`config.mk`:
```
export PLATFORM = sky130hd
export DESIGN_NAME = half_duplex_bus_ctrl
export DESIGN_NICKNAME = d
export VERILOG_FILES = /design/src/rtl/half_duplex_bus_ctrl_pkg.sv /design/src/rtl/half_duplex_bus_ctrl_turn_counter.sv /design/src/rtl/half_duplex_bus_ctrl.sv
export SDC_FILE = /design/constraint.sdc
export NUM_CORES = 1
export LEC_CHECK = 0
export ABC_CLOCK_PERIOD_IN_PS = 2400
export CAP_MARGIN = 20
export CORE_UTILIZATION = 25
export CTS_CLUSTER_SIZE = 8
export DETAILED_ROUTE_END_ITERATION = 6
export SETUP_SLACK_MARGIN = 0.1
export SYNTH_ARGS = -nofsm -noshare
export SYNTH_HDL_FRONTEND = slang
export SYNTH_SLANG_ARGS = --single-unit
export TNS_END_PERCENT = 10
```
`constraint.sdc`:
```
create_clock -name clk -period 2.4 [get_ports clk]
set_input_delay 0.48 -clock clk [delete_from_list [all_inputs] [get_ports clk]]
set_output_delay 0.48 -clock clk [all_outputs]
set_load 0.005 [all_outputs]
```
`src/rtl/half_duplex_bus_ctrl_pkg.sv`:
```
// Shared types for the half-duplex bus direction controller.
// State encoding and the direction flag used to decide when a turnaround is due.
package half_duplex_bus_ctrl_pkg;

    typedef enum logic [2:0] {
        ST_IDLE   = 3'd0,
        ST_GAP_TX = 3'd1,
        ST_DRIVE  = 3'd2,
        ST_GAP_RX = 3'd3,
        ST_SAMPLE = 3'd4
    } state_t;

    localparam logic DIR_TX = 1'b1;
    localparam logic DIR_RX = 1'b0;

endpackage

```
`src/rtl/half_duplex_bus_ctrl_turn_counter.sv`:
```
// Turnaround gap timer: reloads TURN while idle and counts down during a gap.
// With TURN=0 the gap never occurs, so done is held high.
module turn_counter #(
    parameter int TURN = 2
) (
    input  logic clk,
    input  logic rst_n,
    input  logic load,
    output logic done
);

    localparam int CW = (TURN > 0) ? $clog2(TURN + 1) : 1;

    logic [CW-1:0] cnt;

    always_ff @(posedge clk or negedge rst_n) begin
        if (!rst_n) begin
            cnt <= '0;
        end else if (load) begin
            cnt <= CW'(TURN);
        end else if (cnt != '0) begin
            cnt <= cnt - CW'(1);
        end
    end

    // cnt==1 marks the last of the TURN gap cycles
    assign done = (TURN == 0) || (cnt == CW'(1));

endmodule

```
`src/rtl/half_duplex_bus_ctrl.sv`:
```
// Direction controller for a shared tristate bus: serialises writes and reads and
// keeps the bus released for TURN cycles whenever the transfer direction flips.
//
// state     | meaning
// ----------+---------------------------------------------------------
// IDLE      | waiting for a request; tx_ready high
// GAP_TX    | bus released before a write after a read (TURN cycles)
// DRIVE     | bus_oe high, bus_out carries the write data (1 cycle)
// GAP_RX    | bus released before a read after a write (TURN cycles)
// SAMPLE    | bus released, bus_in captured into rx_data at cycle end
module half_duplex_bus_ctrl
    import half_duplex_bus_ctrl_pkg::*;
#(
    parameter int WIDTH = 8,
    parameter int TURN  = 2
) (
    input  logic             clk,
    input  logic             rst_n,
    input  logic [WIDTH-1:0] tx_data,
    input  logic             tx_valid,
    output logic             tx_ready,
    input  logic             rx_req,
    output logic [WIDTH-1:0] rx_data,
    output logic             rx_valid,
    output logic [WIDTH-1:0] bus_out,
    output logic             bus_oe,
    input  logic [WIDTH-1:0] bus_in
);

    localparam bit HAS_GAP = (TURN > 0);

    state_t           state, next_state;
    logic             last_dir;
    logic [WIDTH-1:0] data_q;
    logic             gap_done;

    turn_counter #(.TURN(TURN)) u_turn (
        .clk   (clk),
        .rst_n (rst_n),
        .load  (state == ST_IDLE),
        .done  (gap_done)
    );

    always_ff @(posedge clk or negedge rst_n) begin
        if (!rst_n) begin
            state <= ST_IDLE;
        end else begin
            state <= next_state;
        end
    end

    always_comb begin
        next_state = state;
        case (state)
            ST_IDLE: begin
                if (tx_valid) begin
                    next_state = (last_dir == DIR_RX && HAS_GAP) ? ST_GAP_TX : ST_DRIVE;
                end else if (rx_req) begin
                    next_state = (last_dir == DIR_TX && HAS_GAP) ? ST_GAP_RX : ST_SAMPLE;
                end
            end
            ST_GAP_TX: if (gap_done) next_state = ST_DRIVE;
            ST_GAP_RX: if (gap_done) next_state = ST_SAMPLE;
            ST_DRIVE:  next_state = ST_IDLE;
            ST_SAMPLE: next_state = ST_IDLE;
            default:   next_state = ST_IDLE;
        endcase
    end

    // bus_out only changes on entry to DRIVE so it holds while the bus is released
    always_ff @(posedge clk or negedge rst_n) begin
        if (!rst_n) begin
            last_dir <= DIR_RX;
            data_q   <= '0;
            bus_out  <= '0;
            bus_oe   <= 1'b0;
            rx_data  <= '0;
            rx_valid <= 1'b0;
        end else begin
            bus_oe   <= (next_state == ST_DRIVE);
            rx_valid <= (state == ST_SAMPLE);
            if (state == ST_IDLE && tx_valid) begin
                data_q <= tx_data;
            end
            if (next_state == ST_DRIVE) begin
                bus_out <= (state == ST_IDLE) ? tx_data : data_q;
            end
            if (state == ST_SAMPLE) begin
                rx_data  <= bus_in;
                last_dir <= DIR_RX;
            end
            if (state == ST_DRIVE) begin
                last_dir <= DIR_TX;
            end
        end
    end

    assign tx_ready = (state == ST_IDLE);

endmodule

```
==> results.sh <==
export IMPL_dp_hpwl_um=2049
export IMPL_drive_gt1_share_pct=27.50
export IMPL_ant_nets=0
export IMPL_clock_sinks=32
export IMPL_cts_tree="done"
export IMPL_synth_seq_cells=32
export IMPL_ys_seq_area_share_pct=57.14
export IMPL_grt_pass1_wl_um=5140
export IMPL_port_buffer_count=38
export IMPL_hp_class="flip-flop to flip-flop"
export IMPL_yosysMostFrequentCell="dfrtp_1"
export IMPL_rsz0062_at_grt="no"
export IMPL_hold_worst_slack_ns=0.4942
export IMPL_cap_violations=0
export IMPL_setup_tns_ns=0
export IMPL_dr_pass1_iters=4
export IMPL_worst_slew_pin_slew_ns=0.4733
export IMPL_syn_inst=112
export IMPL_leakage_nw=0.8891
export IMPL_postPlaceCellArea_sq_um=1873
export IMPL_synth_common_cells="dfrtp_1, mux2_2, nand2_1"
export IMPL_rows=26
export IMPL_die_area_sq_um=5909
export IMPL_grtUsageTotal_pct=11.58
export IMPL_hold_violations=0
export IMPL_grt_max_degree=33
export IMPL_synth_cell_area_sq_um=1401
export IMPL_design_core_area_sq_um=5238
export IMPL_fmax_mhz=455.7
export IMPL_synth_async_sr_flop_share_pct=100.0
export IMPL_synth_top_cell_area_share_pct=57.14
export IMPL_areaGrowthSynthToFinish_pct=43.21
export IMPL_post_drt_wl_per_cell_um=12.80
export IMPL_status="complete, no violations"
export IMPL_p_per_area_nw_per_um2=1295
export IMPL_synth_edf_count=0
export IMPL_routed_via_count=970
export IMPL_clockRootBuffer="clkbuf_8"
export IMPL_grt_pass1_vias=1055
export IMPL_insertion_delay_ns=0.28
export IMPL_stdcell_area_sq_um=2007
export IMPL_dp_worst_setup_slack_ns=0.1663
export IMPL_reg2reg_slack_ns=0.46
export IMPL_synth_area_top_cells="dfrtp_1, mux2_2, nand2_1, o221ai_4, ha_1"
export IMPL_clkSlewWorstSetupHoldPaths_ns=0.06
export IMPL_io_pins=39
export IMPL_start_util_pct=26.76
export IMPL_ir_worst_vdd_mv=0.4486
export IMPL_die_h_um=76.87
export IMPL_avgSynthCellArea_sq_um=12.51
export IMPL_fin_crit_ns=2.195
export IMPL_ys_dominant_reg_cell="dfrtp_1"
export IMPL_worstPathArrival_ns=1.71
export IMPL_yosys_warnings=0
export IMPL_setup_worst_path_start_class="flip-flop"
export IMPL_cts_buffers=5
export IMPL_slew_violations=0
export IMPL_syn_nets=134
export IMPL_cts_buffer_depth=2
export IMPL_totalWireLength_um=2943
export IMPL_routed_via_density=4.217
export IMPL_setup_slack_ns=0.2055
export IMPL_path_max_fanout=10
export IMPL_antenna_found_initial=0
export IMPL_synth_top_cell_by_area="dfrtp_1"
export IMPL_die_w_um=76.87
export IMPL_drc=0
export IMPL_max_slew_margin_rel_pct=68.41
export IMPL_gr_total_overflow=0
export IMPL_clock_skew_ns=0.003707
export IMPL_place_gp_congestion=0.6764
export IMPL_drt_first_iter_violations=37
export IMPL_setup_violations_final=0
export IMPL_antennaDiodeCount=0
export IMPL_path_class="flip-flop to output port"
export IMPL_min_period_over_period_pct=91.44
export IMPL_finalNetCount=181
export IMPL_htree_levels=2
export IMPL_synthDistinctLibCells=23
export IMPL_required_ns=1.92
export IMPL_end_kind="output port"
[kinds of logic after synthesis]
family / share of synthesized area (%)
adders and majority gates: 1.785
DFF: 57.14
xor gates and xnor gates: 1.250
buffers and inverters: 2.946
and+or+nand+nor: 10.18
AOI/OAI and AO/OA: 5.536
muxes: 21.16
[what timing repair did]
item	CTS	global route
hold buffers	0	0
endpoints found under the setup margin	1	1
buffers inserted	0	2
resized for setup	3	1
[through the flow]
stage          power, mW  instances  util (%)
5_1_grt            2.812        230     38.32
2_1_floorplan      1.610        112         -
4_1_cts            2.617        228     38.01
6_report           2.599        230     38.32
3_3_place_gp       2.017        220     35.76
3_5_place_dp       2.074        220     35.76
[worst paths after layout]
check,to,cells past startpoint,startpoint
setup / recovery,tx_ready,3,state[2]$_DFF_PN0_
hold reg to reg,state[2]$_DFF_PN0_,1,state[2]$_DFF_PN0_
min in group asynchronous,bus_oe$_DFF_PN0_,2,rst_n
setup reg to reg,data_q[0]$_DFFE_PN0P_,4,state[2]$_DFF_PN0_
hold / removal,state[2]$_DFF_PN0_,1,state[2]$_DFF_PN0_
max in group asynchronous,state[1]$_DFF_PN0_,2,rst_n
[power breakdown]
group	leakage, nW	internal, mW	switching, mW
logic	0.444	0.699	0.476
clock network	0.0552	0.308	0.193
registers	0.390	0.784	0.139
[cell usage in the layout, fill, tap and decap left out]
cell type / synthesis / layout
nand2_1: 25 / 25
or3_4: 0 / 1
xor2_1: 1 / 1
nand3_1: 1 / 1
o22ai_1: 1 / 1
inv_1: 5 / 5
nor2_2: 1 / 1
ha_1: 2 / 2
clkinv_2: 0 / 1
o21ai_0: 3 / 3
mux2_4: 1 / 1
dfrtp_2: 0 / 1
mux2_2: 25 / 25
buf_4: 0 / 5
clkbuf_1: 2 / 1
o221ai_4: 1 / 1
clkbuf_8: 0 / 5
xnor2_1: 1 / 1
clkinv_4: 0 / 1
or4_1: 1 / 1
a21oi_1: 2 / 2
bufinv_16: 0 / 1
dfrtp_1: 32 / 31
nor2_1: 1 / 1
clkdlybuf4s50_1: 0 / 38
nor3b_1: 1 / 1
nand2b_1: 2 / 2
o22ai_4: 1 / 1
[per-layer routing]
| layer | vias to the layer above | GRT usage, % | part of all wire [%] | wire length (um) |
|---|---|---|---|---|
| met5 | - | 0 | 0 | 0 |
| met3 | 0 | 4.167 | 3.7 | 108 |
| met2 | 20 | 18.04 | 53 | 1553 |
| li1 | 473 | - | - | - |
| met1 | 477 | 14.04 | 44 | 1281 |
| met4 | 0 | 5.769 | 0 | 0 |
[layout make-up]
type	instances	area, sq um
fill	501	3231
multi-input combinational	71	564.3
clock buffer	6	72.57
inverter	6	27.53
tap	70	87.58
timing repair buffer	43	417.9
sequential	32	802.0
clock inverter	2	35.03
[flip-flops by register name, summed over array words and instances, names as in the netlist]
register and cells:
bus_out 8, last_dir 1, state 3, rx_data 8, data_q 8, rx_valid 1
u_turn.cnt 2, bus_oe 1
[critical path: stages (launching register included)]
cell and delay (ns):
dfrtp_1 0.41, or3_4 0.42, clkinv_4 0.10, clkdlybuf4s50_1 0.50
Power figures use the tool's default switching activity.
